**src/rtl/ps2_keycode_rx.sv**
```systemverilog
// ps2_keycode_rx
//
// Receives PS/2 keyboard frames and turns scan-code set 2 make/break
// sequences into a held keycode for the turret/game control FSMs.
// Consumers sample keycode_o every clock: 8'h00 means no key is held.
//
// Ports
//   clk_i          system clock, all logic on its rising edge
//   reset_i        synchronous, active-high reset
//   ps2_clk_i      raw keyboard clock (asynchronous)
//   ps2_data_i     raw keyboard data (asynchronous)
//   keycode_o      code of the most recently pressed, still-held key
//   key_ext_o      keycode_o was prefixed by E0 (extended key)
//   make_strobe_o  1-cycle pulse on every accepted make (typematic repeats too)
//   break_strobe_o 1-cycle pulse when the held key is released
//   frame_err_o    1-cycle pulse on a parity, stop or timeout error
module ps2_keycode_rx #(
    parameter int TIMEOUT_CYCLES = 50000
) (
    input  logic       clk_i,
    input  logic       reset_i,
    input  logic       ps2_clk_i,
    input  logic       ps2_data_i,
    output logic [7:0] keycode_o,
    output logic       key_ext_o,
    output logic       make_strobe_o,
    output logic       break_strobe_o,
    output logic       frame_err_o
);

    localparam int CW = $clog2(TIMEOUT_CYCLES + 1);
    localparam logic [CW-1:0] TO_LAST = CW'(TIMEOUT_CYCLES - 1);

    typedef enum logic [1:0] {
        S_IDLE,
        S_DATA,
        S_PARITY,
        S_STOP
    } state_t;

    state_t        state_q;
    logic [1:0]    clkSync_q;
    logic [1:0]    dataSync_q;
    logic          clkPrev_q;
    logic [2:0]    bitCnt_q;
    logic [7:0]    shift_q;
    logic          parity_q;
    logic [CW-1:0] toCnt_q;
    logic [CW-1:0] toCnt_d;
    logic          extPend_q;
    logic          brkPend_q;
    logic [7:0]    keycode_q;
    logic          keyExt_q;
    logic          make_q;
    logic          break_q;
    logic          err_q;

    logic fallEdge;
    logic dataBit;
    logic timeoutHit;
    logic frameOk;

    // Both keyboard lines are asynchronous, so each goes through two flops
    // before anything looks at it. Resetting to 1 matches the idle bus level
    // so leaving reset never fakes a falling edge.
    always_ff @(posedge clk_i) begin
        if (reset_i) begin
            clkSync_q  <= 2'b11;
            dataSync_q <= 2'b11;
            clkPrev_q  <= 1'b1;
        end else begin
            clkSync_q  <= {clkSync_q[0], ps2_clk_i};
            dataSync_q <= {dataSync_q[0], ps2_data_i};
            clkPrev_q  <= clkSync_q[1];
        end
    end

    // Edge detect, frame check and the timeout condition. A timeout only
    // fires on a cycle with no falling edge, since an edge restarts the wait.
    always_comb begin
        fallEdge   = clkPrev_q & ~clkSync_q[1];
        dataBit    = dataSync_q[1];
        timeoutHit = (state_q != S_IDLE) && !fallEdge && (toCnt_q == TO_LAST);
        frameOk    = dataBit && (^{shift_q, parity_q});
    end

    // The inactivity counter only runs while a frame is in flight.
    always_comb begin
        toCnt_d = toCnt_q + CW'(1);
        if (state_q == S_IDLE || fallEdge || timeoutHit) begin
            toCnt_d = '0;
        end
    end

    // Receive FSM plus byte decode. Decoding happens on the same edge that
    // leaves STOP, so the outputs move one cycle after the stop-bit edge.
    // A release only clears the keycode if it names exactly the held key,
    // including its E0 flag; a release of any other key is ignored.
    always_ff @(posedge clk_i) begin
        if (reset_i) begin
            state_q   <= S_IDLE;
            bitCnt_q  <= '0;
            shift_q   <= '0;
            parity_q  <= 1'b0;
            toCnt_q   <= '0;
            extPend_q <= 1'b0;
            brkPend_q <= 1'b0;
            keycode_q <= '0;
            keyExt_q  <= 1'b0;
            make_q    <= 1'b0;
            break_q   <= 1'b0;
            err_q     <= 1'b0;
        end else begin
            toCnt_q <= toCnt_d;
            make_q  <= 1'b0;
            break_q <= 1'b0;
            err_q   <= 1'b0;

            if (timeoutHit) begin
                state_q   <= S_IDLE;
                err_q     <= 1'b1;
                extPend_q <= 1'b0;
                brkPend_q <= 1'b0;
            end else begin
                case (state_q)
                    S_IDLE: begin
                        if (fallEdge && !dataBit) begin
                            state_q  <= S_DATA;
                            bitCnt_q <= '0;
                        end
                    end
                    S_DATA: begin
                        if (fallEdge) begin
                            shift_q  <= {dataBit, shift_q[7:1]};
                            bitCnt_q <= bitCnt_q + 3'd1;
                            if (bitCnt_q == 3'd7) begin
                                state_q <= S_PARITY;
                            end
                        end
                    end
                    S_PARITY: begin
                        if (fallEdge) begin
                            parity_q <= dataBit;
                            state_q  <= S_STOP;
                        end
                    end
                    S_STOP: begin
                        if (fallEdge) begin
                            state_q <= S_IDLE;
                            if (!frameOk) begin
                                err_q     <= 1'b1;
                                extPend_q <= 1'b0;
                                brkPend_q <= 1'b0;
                            end else if (shift_q == 8'hE0) begin
                                extPend_q <= 1'b1;
                            end else if (shift_q == 8'hF0) begin
                                brkPend_q <= 1'b1;
                            end else begin
                                extPend_q <= 1'b0;
                                brkPend_q <= 1'b0;
                                if (!brkPend_q) begin
                                    keycode_q <= shift_q;
                                    keyExt_q  <= extPend_q;
                                    make_q    <= 1'b1;
                                end else if (shift_q == keycode_q && extPend_q == keyExt_q) begin
                                    keycode_q <= '0;
                                    keyExt_q  <= 1'b0;
                                    break_q   <= 1'b1;
                                end
                            end
                        end
                    end
                    default: state_q <= S_IDLE;
                endcase
            end
        end
    end

    assign keycode_o      = keycode_q;
    assign key_ext_o      = keyExt_q;
    assign make_strobe_o  = make_q;
    assign break_strobe_o = break_q;
    assign frame_err_o    = err_q;

endmodule

```
**config.mk**
```make
export PLATFORM = sky130hd
export DESIGN_NAME = ps2_keycode_rx
export DESIGN_NICKNAME = d
export VERILOG_FILES = /design/src/rtl/ps2_keycode_rx.sv
export SDC_FILE = /design/constraint.sdc
export NUM_CORES = 1
export LEC_CHECK = 0
export ABC_CLOCK_PERIOD_IN_PS = 2100
export BUFFER_PORTS_ARGS = -buffer_cell sky130_fd_sc_hd__buf_2
export CAP_MARGIN = 25
export CORE_UTILIZATION = 30
export CTS_BUF_LIST = sky130_fd_sc_hd__clkbuf_4
export CTS_CLUSTER_SIZE = 8
export DETAILED_ROUTE_END_ITERATION = 16
export PLACE_DENSITY_LB_ADDON = 0.3
export SLEW_MARGIN = 20
export SYNTH_ARGS = -nofsm -noshare
export SYNTH_HDL_FRONTEND = slang
export SYNTH_SLANG_ARGS = --single-unit
```
**constraint.sdc**
```tcl
create_clock -name clk_i -period 2.1 [get_ports clk_i]
set_input_delay 0.315 -clock clk_i [delete_from_list [all_inputs] [get_ports clk_i]]
set_output_delay 0.315 -clock clk_i [all_outputs]
set_load 0.1 [all_outputs]
```
==> results of run 1 <==
-- cells by family after synthesis --
family / after synthesis / share of synthesized area [%]
simple gates: 105 / 23.4
flops: 49 / 42.7
compound gates: 33 / 9.86
xor+xnor: 30 / 13.4
buf+inv: 26 / 4.52
fa+ha+maj: 7 / 3.81
mux: 4 / 2.29
-- worst max-delay path, cell delays in order (launching register included) --
cell and delay, ns:
dfxtp_1 0.47, xor2_1 0.17, xnor3_2 0.48, mux2i_4 0.21, a21boi_4 0.34, o32ai_1 0.12
-- power by group through the flow --
stage	Sequential, mW	Combinational [mW]	Clock (mW)
finish	0.965	0.208	0.408
detailed placement	0.985	0.209	0
floorplan	0.981	0.152	0
global placement	0.984	0.209	0
global route	0.969	0.237	0.475
CTS	0.965	0.211	0.434
-- worst max-delay path by stage --
stage                  from           end  slack (ns)
2_1_floorplan  keycode_o[6]  keycode_o[2]        0.06
3_3_place_gp     shift_q[2]  keycode_o[0]        0.25
3_5_place_dp     shift_q[7]  keycode_o[3]        0.22
4_1_cts          shift_q[7]  keycode_o[3]        0.20
5_1_grt          state_q[0]  keycode_o[3]         0.1
6_report         shift_q[7]  keycode_o[3]        0.21
-- cell usage after synthesis, types with 2 or more instances --
cell | n | area (um^2)
or4_1 | 2 | 15.0
nand2b_1 | 11 | 68.8
xor2_1 | 15 | 131
buf_2 | 2 | 10.0
dfxtp_1 | 49 | 981
or2_2 | 5 | 31.3
xnor2_1 | 12 | 105
o21ai_0 | 4 | 20.0
nor3_1 | 9 | 45.0
inv_1 | 16 | 60.1
mux2i_1 | 3 | 30.0
nand4_1 | 3 | 18.8
nor2b_1 | 2 | 12.5
nand3_1 | 18 | 90.1
a21oi_1 | 15 | 75.1
o32ai_1 | 9 | 78.8
ha_1 | 7 | 87.6
nor2_1 | 28 | 105
nand2_1 | 17 | 63.8
o2111ai_1 | 2 | 17.5
clkbuf_1 | 7 | 26.3
-- flip-flops by register name, indices dropped and copies added, names as in the netlist --
name	flops
bitCnt_q	3
break_strobe_o	1
brkPend_q	1
clkPrev_q	1
clkSync_q	2
dataSync_q	2
extPend_q	1
frame_err_o	1
key_ext_o	1
keycode_o	8
make_strobe_o	1
parity_q	1
shift_q	8
state_q	2
toCnt_q	16
-- metal layers --
metal	vias to the layer above	routed length (um)	global-route usage, %
li1	902	-	-
met3	6	123	2.77
met2	27	1910	18.7
met4	0	33	3.03
met1	786	2100	14.6
met5	-	0	0
-- layout make-up --
class                           instances  area [um^2]
Clock buffer                            5         37.5
Clock inverter                          2         11.3
Fill cell                             775         4760
Inverter                               16         60.1
Multi-Input combinational cell        179         1210
Sequential cell                        49          981
Tap cell                               99          124
Timing Repair Buffer                   23          148
-- stage by stage --
step / setup WS (ns) / power, mW
2_1_floorplan: 0.0568 / 1.13
3_3_place_gp: 0.252 / 1.19
3_5_place_dp: 0.217 / 1.19
4_1_cts: 0.195 / 1.61
5_1_grt: 0.0973 / 1.68
6_report: 0.206 / 1.58
-- cells in the final DEF (no fill, tap or decap), types with 3 or more instances in the layout --
master and count:
dfxtp_1 49, nand3_1 18, a21oi_1 15, inv_1 16
nand4_1 3, nor3_1 9, nand2_1 17, buf_4 7
or2_2 5, ha_1 7, buf_2 15, nor2_1 28
nand2b_1 11, clkbuf_4 5, xor2_1 15, o32ai_1 9
mux2i_1 3, o21ai_0 4, xnor2_1 12
==> metrics.csv, run 1 <==
stage,metric,value,unit
outcome,outcome,completed,
grt,Overall Global Routing Usage,11.2,%
setup_path,R2R Setup Slk,0.21,ns
setup_path,"Arr. time, crit path",2.13,ns
min_path,hold depth,2,
sta,max-slew violations,0,
setup_path,R2R cell count,5,
place,IO Port Bufs,15,
route,drt pass-1 iters,4,
clocking,hold buffers post-CTS,0,
die,die height,89.5,um
sta,Worst-Margin Slew,0.487,ns
sta,Max Clock Skew,0.0179,ns
die,core area,7330,um^2
final_layout,P&R area growth vs syn,12.0,%
logic_synthesis,Post-synth EDFFs,0,
route,vias,1721,
final_layout,layout cells sized above 1,14.2,%
sta,hold slack,0.145,ns
logic_synthesis,synthesized area,2300,um^2
sta,achievable frequency,528,MHz
setup_path,RR Endpoint,keycode_o[3],
place,placed cells,366,
grt,first-pass GRT wire length,6960,um
min_path,hold crit path type,primary input to flip-flop,
route,drt initial violations,47,
place,GP Congestion,0.735,
pwr,clock share of power,25.8,%
clocking,Clock Tree Buf Depth,2,
sta,RSZ-0062 raised after global routing,false,
place,"Cell Area, Placed",2520,um^2
final_layout,Post-Route Utilization,35.1,%
pwr,P_sw,0.427,mW
clocking,clk_lat worst skew,0.36,ns
pwr,Flop pwr share,61.1,%
clocking,postcts setup bufs,0,
min_path,Hold Crit Start,ps2_clk_i,
logic_synthesis,post-synthesis instance total,254,
setup_path,worst-path maximum fanout,9,
clocking,clock-pin transition on the worst setup and hold timing paths,0.13,ns
logic_synthesis,synthesized area per cell,9.04,um^2
setup_path,Critical Path Start Type,flip-flop,
min_path,WHS Endpoint,clkSync_q[0],
logic_synthesis,Most used DFF post-synth,dfxtp_1,
setup_path,worst setup path class,flip-flop to flip-flop,
final_layout,"Net count, final",285,
sta,final period utilization,90.2,%
flow_run,Max Cap Viol,0,
grt,gr ovfl total,0,
die,cell row count,31,
die,die area,8010,um^2
clocking,Clock Sinks,49,
final_layout,Ant. Diodes,0,
place,HPWL Detailed,3020,um
logic_synthesis,YS warnings,0,
pwr,Gate power share,13.1,%
logic_synthesis,register area share after synthesis,42.7,%
route,Vias per Instance,4.61,
logic_synthesis,ys async rst share,0,%
sta,Final Critical Period,1.89,ns
logic_synthesis,Syn Nets,265,
sta,sum of negative setup slack,0,ns
clocking,post-cts resize count,0,
grt,initial antenna violation count,0,
setup_path,Crit path required time,2.34,ns
route,"wirelength, routed",4160,um
setup_path,FF-to-FF Start,shift_q[7],
route,drt wl/cell,11.2,um
clocking,CTS Buf Count,5,
grt,largest net degree at the start of global routing,39,
pwr,VDD IR max,0.285,mV
pwr,Int Power,1.15,mW
route,Routed Antenna Nets,0,
sta,endpoints failing hold,0,
route,residual DRC count,0,
pwr,Net Sw Frac,27.0,%
die,Die X,89.5,um
final_layout,final instance area,2570,um^2
clocking,clk root buf,clkbuf_4,
die,Boundary Pins,16,
clocking,H-Tree Depth,2,
grt,vias in the first global route,1525,
pwr,PwrDens,614,nW/um^2
setup_path,Crit. End Element,flip-flop,
logic_synthesis,post-synth cell types,39,
sta,max_slew headroom,67.7,%
sta,Setup Viol. Count Final,0,
pwr,P_leak,0.940,nW
final_layout,Post-Layout Cell Count,373,
clocking,TritonCTS clock tree,built,
logic_synthesis,Synth Register Bits,49,
die,initial core utilization,31.3,%
(Power assumes the default switching activity.)
==> run 2, diff against run 1 <==
--- a/config.mk
+++ b/config.mk
@@ -8,6 +8,8 @@
 export ABC_CLOCK_PERIOD_IN_PS = 2100
 export BUFFER_PORTS_ARGS = -buffer_cell sky130_fd_sc_hd__buf_2
 export CAP_MARGIN = 25
+export CELL_PAD_IN_SITES_DETAIL_PLACEMENT = 1
+export CELL_PAD_IN_SITES_GLOBAL_PLACEMENT = 2
 export CORE_UTILIZATION = 30
 export CTS_BUF_LIST = sky130_fd_sc_hd__clkbuf_4
 export CTS_CLUSTER_SIZE = 8
==> run 2 against run 1 <==
Effect of this change: final cell count increased by 0.27%; largest power group unchanged; first-iteration DRC count rose by 89%; flip-flop and latch count unchanged; global-route usage grew 2.2 points; critical path depth is the same; final area rose by 0.68%; clock skew is 0.010 ns lower; register-to-register slack about the same; non-clock buffer count did not move; fmax decreased by 0.53%; clock power up 36%; largest cell class unchanged; count of clock-buffer cells in the layout rose by 1.
==> metrics.csv, run 2 (synthesis gave the netlist of run 1 again) <==
stage,metric,value,unit
outcome,outcome,completed,
die,Die X,89.5,um
sta,endpoints failing hold,0,
setup_path,R2R Setup Slk,0.20,ns
route,"wirelength, routed",4870,um
final_layout,fill cell count,865,
sta,Final Critical Period,1.90,ns
setup_path,crit path cell chain,xor2_1 -> xnor3_2 -> mux2i_4 -> a21boi_4 -> o32ai_1,
route,residual DRC count,0,
clocking,CTS Buf Count,5,
clocking,hold buffers post-CTS,0,
clocking,post-cts resize count,0,
clocking,H-Tree Depth,2,
setup_path,worst-path maximum fanout,9,
setup_path,Worst path slowest cell,xnor3_2,
grt,gr ovfl total,0,
route,drt wl/cell,13.0,um
setup_path,CP endpoint,keycode_o[5],
setup_path,Crit path depth,5,
sta,Max Clock Skew,0.00761,ns
final_layout,Biggest register,toCnt_q,
die,die height,89.5,um
die,core area,7330,um^2
sta,Setup Viol. Count Final,0,
clocking,TritonCTS clock tree,built,
place,GP Congestion,0.736,
route,drt initial violations,89,
clocking,clk root buf,clkbuf_4,
die,initial core utilization,31.3,%
grt,vias in the first global route,1709,
final_layout,max reg flops,16,
place,IO Port Bufs,15,
route,vias,1765,
flow_run,Max Cap Viol,0,
min_path,hold depth,2,
clocking,postcts setup bufs,0,
die,Boundary Pins,16,
sta,max_slew headroom,68.3,%
place,HPWL Detailed,3720,um
route,drt pass-1 iters,4,
sta,final worst slack,0.196,ns
setup_path,worst setup path class,flip-flop to flip-flop,
sta,achievable frequency,525,MHz
grt,first-pass GRT wire length,8240,um
final_layout,"commonest non-fill, non-tap cell in the layout",dfxtp_1,
setup_path,Max stage delay on crit path,0.48,ns
sta,max-slew violations,0,
place,pre-CTS WS,0.175,ns
grt,Overall Global Routing Usage,13.5,%
setup_path,Crit path required time,2.35,ns
pwr,VDD IR max,0.322,mV
final_layout,Ant. Diodes,0,
setup_path,R2R cell count,5,
pwr,PwrDens,664,nW/um^2
final_layout,layout cells sized above 1,14.5,%
grt,largest net degree at the start of global routing,21,
final_layout,P&R area growth vs syn,12.8,%
die,die area,8010,um^2
min_path,hold crit path type,primary input to flip-flop,
route,Routed Antenna Nets,0,
clocking,clk_lat worst skew,0.36,ns
final_layout,"commonest cells after routing, fill and taps aside","dfxtp_1, nor2_1, nand3_1",
setup_path,"Arr. time, crit path",2.15,ns
setup_path,CP bufs+invs,0,
setup_path,Top delay family on crit path,XOR/XNOR gates,
setup_path,Critical Path Start Type,flip-flop,
setup_path,Worst setup startpoint,shift_q[7],
pwr,P_leak,0.952,nW
grt,initial antenna violation count,0,
setup_path,Crit. End Element,flip-flop,
setup_path,FF-to-FF Start,shift_q[7],
sta,final period utilization,90.7,%
sta,Worst-Margin Slew,0.472,ns
setup_path,RR Endpoint,keycode_o[5],
route,Vias per Instance,4.72,
clocking,clock-pin transition on the worst setup and hold timing paths,0.13,ns
sta,sum of negative setup slack,0,ns
sta,RSZ-0062 raised after global routing,false,
final_layout,"Net count, final",285,
die,cell row count,31,
clocking,Clock Sinks,49,
clocking,Clock Tree Buf Depth,2,
[run 2: area by class of cell]
cell class,instances,area [um^2],share of cell area [%]
clock buffers,6,45.0,1.74
inverters,16,60.1,2.32
repair buffers,23,135,5.22
flip-flops and latches,49,981,37.9
clock inverters,2,33.8,1.30
multi-input cells,179,1210,46.8
well taps,99,124,4.78
[run 2: worst min path at each step]
| stage | start | end | slack [ns] |
|---|---|---|---|
| after global placement | clkSync_q[0] | clkSync_q[1] | 0.39 |
| after global routing | ps2_data_i | dataSync_q[0] | 0.08 |
| after floorplan | clkSync_q[0] | clkSync_q[1] | 0.39 |
| after detailed placement | dataSync_q[0] | dataSync_q[1] | 0.40 |
| final | ps2_data_i | dataSync_q[0] | 0.13 |
| after CTS | ps2_data_i | dataSync_q[0] | 0.11 |
[run 2: per-layer routing]
metal	global-route usage, %	up-vias	routed length, um
met4	5.63	0	82
met3	2.31	8	123
met1	18.7	836	2560
met2	20.5	21	2100
li1	-	900	-
met5	0	-	0
[run 2: power by group]
part / switching, mW / internal, mW
Sequential: 0.0163 / 0.948
Combinational: 0.125 / 0.0750
Clock: 0.294 / 0.261
Total: 0.435 / 1.28
[run 2: stage by stage]
stage               instances  power [mW]  area (um^2)  util (%)  hold WS, ns
finish                    374        1.72         2590      35.3        0.126
global route              374        1.82         2590      35.3       0.0842
CTS                       374        1.76         2590      35.3        0.106
detailed placement        366        1.19         2510      34.3        0.403
global placement          366        1.19         2510      34.3        0.394
floorplan                 254        1.13         2300         -        0.389
